$ cat config.mk
export PLATFORM = sky130hd
export DESIGN_NAME = acondicionador_entradas_flat
export DESIGN_NICKNAME = d
export VERILOG_FILES = /design/src/rtl/acondicionador_entradas_if.sv /design/src/rtl/acondicionador_entradas.sv /design/src/flat_wrapper.sv
export SDC_FILE = /design/constraint.sdc
export NUM_CORES = 1
export LEC_CHECK = 0
export ABC_AREA = 1
export ABC_CLOCK_PERIOD_IN_PS = 2500
export BUFFER_PORTS_ARGS = -buffer_cell sky130_fd_sc_hd__clkbuf_2
export CORE_MARGIN = 8
export CORE_UTILIZATION = 29
export DETAILED_ROUTE_END_ITERATION = 7
export HOLD_SLACK_MARGIN = 0.06
export SYNTH_ARGS = -nofsm -noshare
export SYNTH_HDL_FRONTEND = slang
export SYNTH_SLANG_ARGS = --single-unit
$ cat constraint.sdc
create_clock -name clk -period 2.5 [get_ports clk]
set_clock_uncertainty 0.15 [all_clocks]
set_input_delay 0 -clock clk [delete_from_list [all_inputs] [get_ports clk]]
set_output_delay 0 -clock clk [all_outputs]
set_load 0.005 [all_outputs]
$ cat src/rtl/acondicionador_entradas_if.sv
// Raw key/switch inputs and conditioned command outputs of the 2048 input stage.
// The master side is the board/consumer; the slave side is the conditioner.
interface acondicionador_entradas_if;
  logic [3:0] keys_n;
  logic       sw_start;
  logic       sw_fin;
  logic       btn_izq;
  logic       btn_der;
  logic       btn_up;
  logic       btn_down;
  logic       start;
  logic       fin;

  modport master (
    output keys_n, sw_start, sw_fin,
    input  btn_izq, btn_der, btn_up, btn_down,
    input  start, fin
  );

  modport slave (
    input  keys_n, sw_start, sw_fin,
    output btn_izq, btn_der, btn_up, btn_down,
    output start, fin
  );
endinterface

$ cat src/rtl/acondicionador_entradas.sv
// Sync + debounce of keys/switches, one command pulse per direction press.
// Optional auto-repeat of a held direction: define INPUT_AUTOREPEAT_EN.
module acondicionador_entradas #(
  parameter int DEBOUNCE_CYCLES = 500000,
  parameter int REPEAT_CYCLES   = 12500000
) (
  input logic clk,
  input logic rst,
  acondicionador_entradas_if.slave io
);
  localparam int CW = $clog2(DEBOUNCE_CYCLES);
  localparam logic [CW-1:0] CMAX = CW'(DEBOUNCE_CYCLES - 1);
  localparam logic [5:0] SYNC_RST = 6'b00_1111;

  typedef enum logic {ARMED, HELD} st_t;

  logic [5:0]    s1;
  logic [5:0]    s2;
  logic [5:0]    act;
  logic [5:0]    stb;
  logic [5:0]    lvl;
  logic [CW-1:0] cnt [6];
  logic [3:0]    dir_q;
  logic [3:0]    newp;
  logic [3:0]    pulse;
  logic          start_q;
  logic          fin_q;
  st_t           st;

`ifdef INPUT_AUTOREPEAT_EN
  localparam int RW = $clog2(REPEAT_CYCLES);
  localparam logic [RW-1:0] RMAX = RW'(REPEAT_CYCLES - 1);
  logic [RW-1:0] rcnt;
  logic [3:0]    orig;
  logic          rep_ok;
`endif

  always_ff @(posedge clk) begin
    if (rst) begin
      s1 <= SYNC_RST;
      s2 <= SYNC_RST;
    end else begin
      s1 <= {io.sw_fin, io.sw_start, io.keys_n};
      s2 <= s1;
    end
  end

  // active-high view: [3:0] directions, [4] start, [5] fin
  assign act = {s2[5:4], ~s2[3:0]};

  always_ff @(posedge clk) begin
    if (rst) begin
      stb <= '0;
      lvl <= '0;
      for (int i = 0; i < 6; i++) cnt[i] <= '0;
    end else begin
      for (int i = 0; i < 6; i++) begin
        if (act[i] == stb[i]) begin
          cnt[i] <= '0;
        end else if (cnt[i] == CMAX) begin
          stb[i] <= act[i];
          cnt[i] <= '0;
        end else begin
          cnt[i] <= cnt[i] + 1'b1;
        end
      end
      lvl <= stb;
    end
  end

  assign newp = lvl[3:0] & ~dir_q;

  always_ff @(posedge clk) begin
    if (rst) begin
      st      <= ARMED;
      dir_q   <= '0;
      pulse   <= '0;
      start_q <= 1'b0;
      fin_q   <= 1'b0;
`ifdef INPUT_AUTOREPEAT_EN
      rcnt    <= '0;
      orig    <= '0;
      rep_ok  <= 1'b0;
`endif
    end else begin
      dir_q   <= lvl[3:0];
      start_q <= lvl[4];
      fin_q   <= lvl[5];
      pulse   <= '0;
      unique case (st)
        ARMED: begin
          if (newp != '0) begin
            st <= HELD;
            // a press joining one already held, or a tie, is dropped
            if ($onehot(newp) && (lvl[3:0] & dir_q) == '0) begin
              pulse <= newp;
            end
`ifdef INPUT_AUTOREPEAT_EN
            rcnt   <= '0;
            orig   <= newp;
            rep_ok <= $onehot(newp) && (lvl[3:0] & dir_q) == '0;
`endif
          end
        end
        HELD: begin
          if (lvl[3:0] == '0) begin
            st <= ARMED;
          end
`ifdef INPUT_AUTOREPEAT_EN
          else if (rep_ok && lvl[3:0] == orig) begin
            if (rcnt == RMAX) begin
              pulse <= orig;
              rcnt  <= '0;
            end else begin
              rcnt <= rcnt + 1'b1;
            end
          end else begin
            rep_ok <= 1'b0;
            rcnt   <= '0;
          end
`else
          else begin
            st <= HELD;
          end
`endif
        end
        default: st <= ARMED;
      endcase
    end
  end

  assign io.btn_izq  = pulse[0];
  assign io.btn_der  = pulse[1];
  assign io.btn_up   = pulse[2];
  assign io.btn_down = pulse[3];
  assign io.start    = start_q;
  assign io.fin      = fin_q;
endmodule
$ cat src/flat_wrapper.sv
// flat-port wrapper written by rule: the top's interface ports become plain ports
module acondicionador_entradas_flat 
#(
  parameter int DEBOUNCE_CYCLES = 500000,
  parameter int REPEAT_CYCLES   = 12500000
)
  (clk, rst, io_keys_n, io_sw_start, io_sw_fin, io_btn_izq, io_btn_der, io_btn_up, io_btn_down, io_start, io_fin);
  acondicionador_entradas_if io_i ();
  input logic clk;
  input logic rst;
  input wire logic [$bits(io_i.keys_n)-1:0] io_keys_n;
  input wire logic [$bits(io_i.sw_start)-1:0] io_sw_start;
  input wire logic [$bits(io_i.sw_fin)-1:0] io_sw_fin;
  output wire logic [$bits(io_i.btn_izq)-1:0] io_btn_izq;
  output wire logic [$bits(io_i.btn_der)-1:0] io_btn_der;
  output wire logic [$bits(io_i.btn_up)-1:0] io_btn_up;
  output wire logic [$bits(io_i.btn_down)-1:0] io_btn_down;
  output wire logic [$bits(io_i.start)-1:0] io_start;
  output wire logic [$bits(io_i.fin)-1:0] io_fin;
  assign io_i.keys_n = io_keys_n;
  assign io_i.sw_start = io_sw_start;
  assign io_i.sw_fin = io_sw_fin;
  assign io_btn_izq = io_i.btn_izq;
  assign io_btn_der = io_i.btn_der;
  assign io_btn_up = io_i.btn_up;
  assign io_btn_down = io_i.btn_down;
  assign io_start = io_i.start;
  assign io_fin = io_i.fin;
  acondicionador_entradas #(.DEBOUNCE_CYCLES(DEBOUNCE_CYCLES), .REPEAT_CYCLES(REPEAT_CYCLES)) u_core (.clk(clk), .rst(rst), .io(io_i));
endmodule
### Word level (Yosys, flattened, before mapping)

Memory sizes are Yosys's and may differ from the RTL's.
Cells that the tools add are included.

* bits in registers: 35
* bits in writable memories: 114
* input bits: 8
* output and inout port bits: 6
* logic and storage cells: 168
* memories: 1

* add/sub/neg operators: 9
* eq/ne operators: 13
* multiplexer cells: 89
* bitwise logic cells: 31
* reduce and logical (&&, ||, !) cells: 11

Memories
* u_core.cnt: depth 6, width 19, rd ports 6, clocked after memory_dff 0, write ports 6, line acondicionador_entradas.sv:22 `logic [CW-1:0] cnt [6];`

Operators by type and width (number)
* $mux 19: 18
* $add 19x1->19 const B: 6
* $eq 19x19->1 const B: 6
* $mux 1: 70
* $or 1x1->1: 18
* $reduce_and 2->1: 6
* $not 1->1: 9
* $and 4x4->4: 2
* $logic_not 4->1: 2
* $not 4->4: 2
* $eq 1x1->1: 6
* $add 1x1->2: 2
* $reduce_bool 4->1: 1
* $reduce_or 4->1: 1
* $add 3x3->3: 1
* $eq 3x1->1 const B: 1
* $pmux 1 s2: 1
* $logic_and 1x1->1: 1

### Longest topological paths before layout

* depth in word-level cells: 8
* depth in mapped cells: 9
* gate-level depth less buffers: 9

### Least setup slack after synthesis

OpenSTA, ideal clock, no wires.

* path kind: reg2reg
* start point: register u_core.lvl[2]
* end point: register u_core.pulse[0]
* data arrival time: 1.913 ns
* path slack: 0.372 ns
* stages on the path, launching flop included: 10
* path buffers: 0
* clock period less this slack: 2.128 ns
* cells stage by stage: dfxtp_1 > inv_1 > nor2_1 > inv_1 > ha_1 > ha_1 > fa_1 > nor4_1 > nand2_1 > nor2_1

* longest elaborated chain between the ends: 7
* elaborated cells on any way between the ends: 11

Ends and longest elaborated chain
* from (decl): line acondicionador_entradas.sv:21 `logic [5:0] lvl;`
* from (signal assigned): line acondicionador_entradas.sv:67 `lvl <= stb;`
* $and 4x4->4 (*): line acondicionador_entradas.sv:71 `assign newp = lvl[3:0] & ~dir_q;`
* named net u_core.newp[2]: line acondicionador_entradas.sv:24 `logic [3:0] newp;`
* $add 1x1->2 (not written as such): line acondicionador_entradas.sv:95 `if ($onehot(newp) && (lvl[3:0] & dir_q) == '0) begin`
* $add 3x3->3 (not written as such): line acondicionador_entradas.sv:95
* $eq 3x1->1: line acondicionador_entradas.sv:95
* $logic_and 1x1->1: line acondicionador_entradas.sv:95
* $not 1->1 (no line)
* $reduce_or 4->1 (no line) (*)
* to (signal assigned): line acondicionador_entradas.sv:96 `pulse <= newp;`
* to (decl): line acondicionador_entradas.sv:25 `logic [3:0] pulse;`

Mark *: on every way through the listed nets, which the timed path passes. The rest lies on a longest branch.
A chain may end at the register's enable or synchronous reset.

### Worst setup path after layout

* start point: register u_core.lvl[0]
* end point: register u_core.pulse[0]

* longest elaborated chain between the ends: 7
* elaborated cells on any way between the ends: 11

Ends and longest elaborated chain (line)
* $and 4x4->4 (*): acondicionador_entradas.sv:71
* named net u_core.newp[0]: acondicionador_entradas.sv:24
* $add 1x1->2 (not written as such): acondicionador_entradas.sv:95
* $add 3x3->3 (not written as such): acondicionador_entradas.sv:95
* $eq 3x1->1: acondicionador_entradas.sv:95
* $logic_and 1x1->1: acondicionador_entradas.sv:95
* $not 1->1 (no line)
* $reduce_or 4->1 (no line)

Marks and branches as above.

==> impl_metrics.tcl <==
set metrics [dict create \
    status "complete, no violations" \
    whs_ps 163.6 \
    launch_instance_of_the_worst_register_to_register_path "u_core.lvl[0]" \
    hold_class "input pin to flip-flop" \
    min_delay_path_depth 3 \
    fp-row-count 61 \
    ys_seq_area_share_pct 50.54 \
    ir_worst_vdd_mv 0.3242 \
    cts.sinks 149 \
    worstHoldStart "io_keys_n[1]" \
    synthesis.area_per_instance_sq_um 8.040 \
    timing.setup.tns_ps 0 \
    async_flop_share_pct 0 \
    tritoncts "yes" \
    cts_buffers 17 \
    grt_setup_unrepaired "false" \
    postLayoutCoreUtil_pct 35.01 \
    startpoint_type "flip-flop" \
    drcViolationCount 0 \
    clock_slew_at_reported_path_ffs_ps 60 \
    worst-setup-path-type "flip-flop to flip-flop" \
    total_leakage_power_nw 3.786 \
    dp_worst_setup_slack_ps 203.1 \
    area_growth_syn_to_layout_pct 19.18 \
    placement.io_buffers 13 \
    clock_path_buffers 2 \
    dieArea_sq_um 33760 \
    place_area_sq_um 9044 \
    number_of_global_route_vias_before_repair 6134 \
    worstSetupEndpointType "flip-flop" \
    hpwlAfterDp_microns 11500 \
    final_critical_path_setup_slack_ps 230.0 \
    whs_endpoint "u_core.s1[1]" \
    coreArea_sq_um 27780 \
    final_cell_mix "nor2_1, nand2_1, edfxtp_1, conb_1, inv_1" \
    finish.net_count 1181 \
    grt_max_degree 20 \
    io_pins 14 \
    drtIter0Drc 399 \
    wl_per_cell_microns 9.988 \
    maxCapViolations 0 \
    final-setup-viol-count 0 \
    period_utilisation_layout_pct 90.80 \
    syn-instance-count 1015 \
    cts.root.buffer_cell "clkbuf_16" \
    synth_flop_cell "edfxtp_1" \
    gp_routability_congestion 0.8464 \
    dp_cells 1511 \
    powerDensity_nw_per_um2 577.9 \
    globalRouteOverflowTotal 0 \
    synth-warning-count 0 \
    final_layout_size_suffix_gt1_share_pct 6.985 \
    mostFrequentLayoutCell "nor2_1" \
    finalInstanceArea_sq_um 9726 \
    reg2regPathDepth 9 \
    postRouteWirelength_microns 15510 \
    insertion_delay_ps 420 \
    final-hold-violation-count 0 \
    fillCellCount 2943 \
    period_needed_ps 2270 \
    count_of_cell_types_in_the_netlist 35 \
    antenna_violating_nets_post_route 0 \
    max_freq_mhz 440.5 \
    die_width_microns 183.7 \
    initial_antenna_violation_count 1 \
    vias 6430 \
    drt_pre_antenna_iters 5 \
    timing.reg2reg.setup_slack_ps 230 \
    maximum_level_of_the_cts_h_tree 4 \
    critPathMaxFanout 4 \
    reg2reg_to "u_core.pulse[0]" \
    die_ht_microns 183.7 \
    synth.ff_latch_count 149 \
    report.final.slew_viol_count 0 \
    syn_area_sq_um 8160 \
    number_of_vias_per_cell_after_detailed_routing 4.140 \
    critical_path_required_ps 2700 \
    floorplan.initialDensity_pct 29.37 \
    cp.arrival_ps 2470 \
    grt_pass1_wl_microns 27680 \
    post_synth_edffs 114 \
    gr-usage-all-layers_pct 9.844 \
    total_power_mw 5.620 \
    fin_cells 1553 \
]
## routing by layer
layer | GRT usage (%) | share of wire, %
met1 | 12.86 | 51
met2 | 15.86 | 45
met3 | 2.115 | 2.5
met4 | 3.517 | 1.1
met5 | 0 | 0
## area by class of cell
cell class | instances | area [sq um] | area share [%]
well taps | 378 | 473.0 | 4.863
flip-flops and latches | 149 | 4124 | 42.40
repair buffers | 24 | 170.2 | 1.750
clock buffers | 20 | 457.9 | 4.709
diodes | 1 | 2.502 | 0.02573
multi-input cells | 855 | 3941 | 40.52
clock inverters | 12 | 128.9 | 1.325
inverters | 114 | 427.9 | 4.400
## power by group
| part | leakage (nW) | switching [mW] | internal (mW) |
|---|---|---|---|
| combinational | 2.04 | 0.147 | 0.0823 |
| clock | 0.281 | 1.02 | 1.53 |
| sequential | 1.46 | 0.0906 | 2.75 |
## what timing repair did
| action | 4_1_cts | 5_1_grt |
|---|---|---|
| gates resized for setup | 0 | 1 |
| buffers inserted | 0 | 0 |
| endpoints found under the setup margin | 0 | 1 |
| endpoints found under the hold margin | 17 | 0 |
| hold buffers | 9 | 0 |
## worst max-delay path by stage
stage | start | to | slack, ps | cells after the start
after global routing | u_core.lvl[2] | u_core.pulse[0] | 40 | 9
after CTS | u_core.lvl[2] | u_core.pulse[2] | 180 | 9
after global placement | u_core.lvl[2] | u_core.pulse[3] | 280 | 9
after detailed placement | u_core.lvl[2] | u_core.pulse[2] | 200 | 9
after floorplan | u_core.lvl[2] | u_core.pulse[0] | 370 | 9
final | u_core.lvl[0] | u_core.pulse[0] | 230 | 9
## critical path, stage by stage, from the launching register on
cell     delay, ps
dfxtp_1        340
inv_1           70
nor2_1         150
inv_1           90
ha_1           290
ha_1           200
fa_1           440
nor4_1         230
nand2_1        150
nor2_1         110
## cell usage after synthesis (3+ instances only)
cell      count  area [sq um]
dfxtp_1      35         700.7
xor2_1       33         289.0
inv_1       112         420.4
nand4_1      19         118.9
and2_1        4         25.02
ha_1         11         137.6
nor2_2        4         25.02
nand3_1      63         315.3
o21ai_1       3         15.01
or2_2        18         112.6
nand2_2       5         31.28
edfxtp_1    114          3423
o21ai_0      21         105.1
nor2_1      242         908.4
or2_0         3         18.77
nor3_1        6         30.03
a21oi_1      49         245.2
nand2_1     231         867.1
buf_6         7         78.83
xnor2_1      14         122.6
## registers in the layout (all words and copies together), names as in the netlist
register and flops:
u_core.s2 6, u_core.cnt 114, u_core.st 1, u_core.pulse 4, u_core.io.fin 1, u_core.lvl 6
u_core.dir_q 4, u_core.io.start 1, u_core.stb 6, u_core.s1 6
## cell families (layout without fill, tap and decap cells)
logic type / Yosys count / count (layout) / share of synthesized area, %
AO/OA/AOI/OAI: 80 / 80 / 5.213
XOR/XNOR: 47 / 47 / 5.045
adder cells (fa/ha/maj): 12 / 12 / 1.932
buffers and inverters: 124 / 170 / 6.394
flip-flops: 149 / 149 / 50.54
other: 1 / 115 / 0.04595
AND/OR/NAND/NOR: 602 / 602 / 30.83
Power figures use the tool's default switching activity.
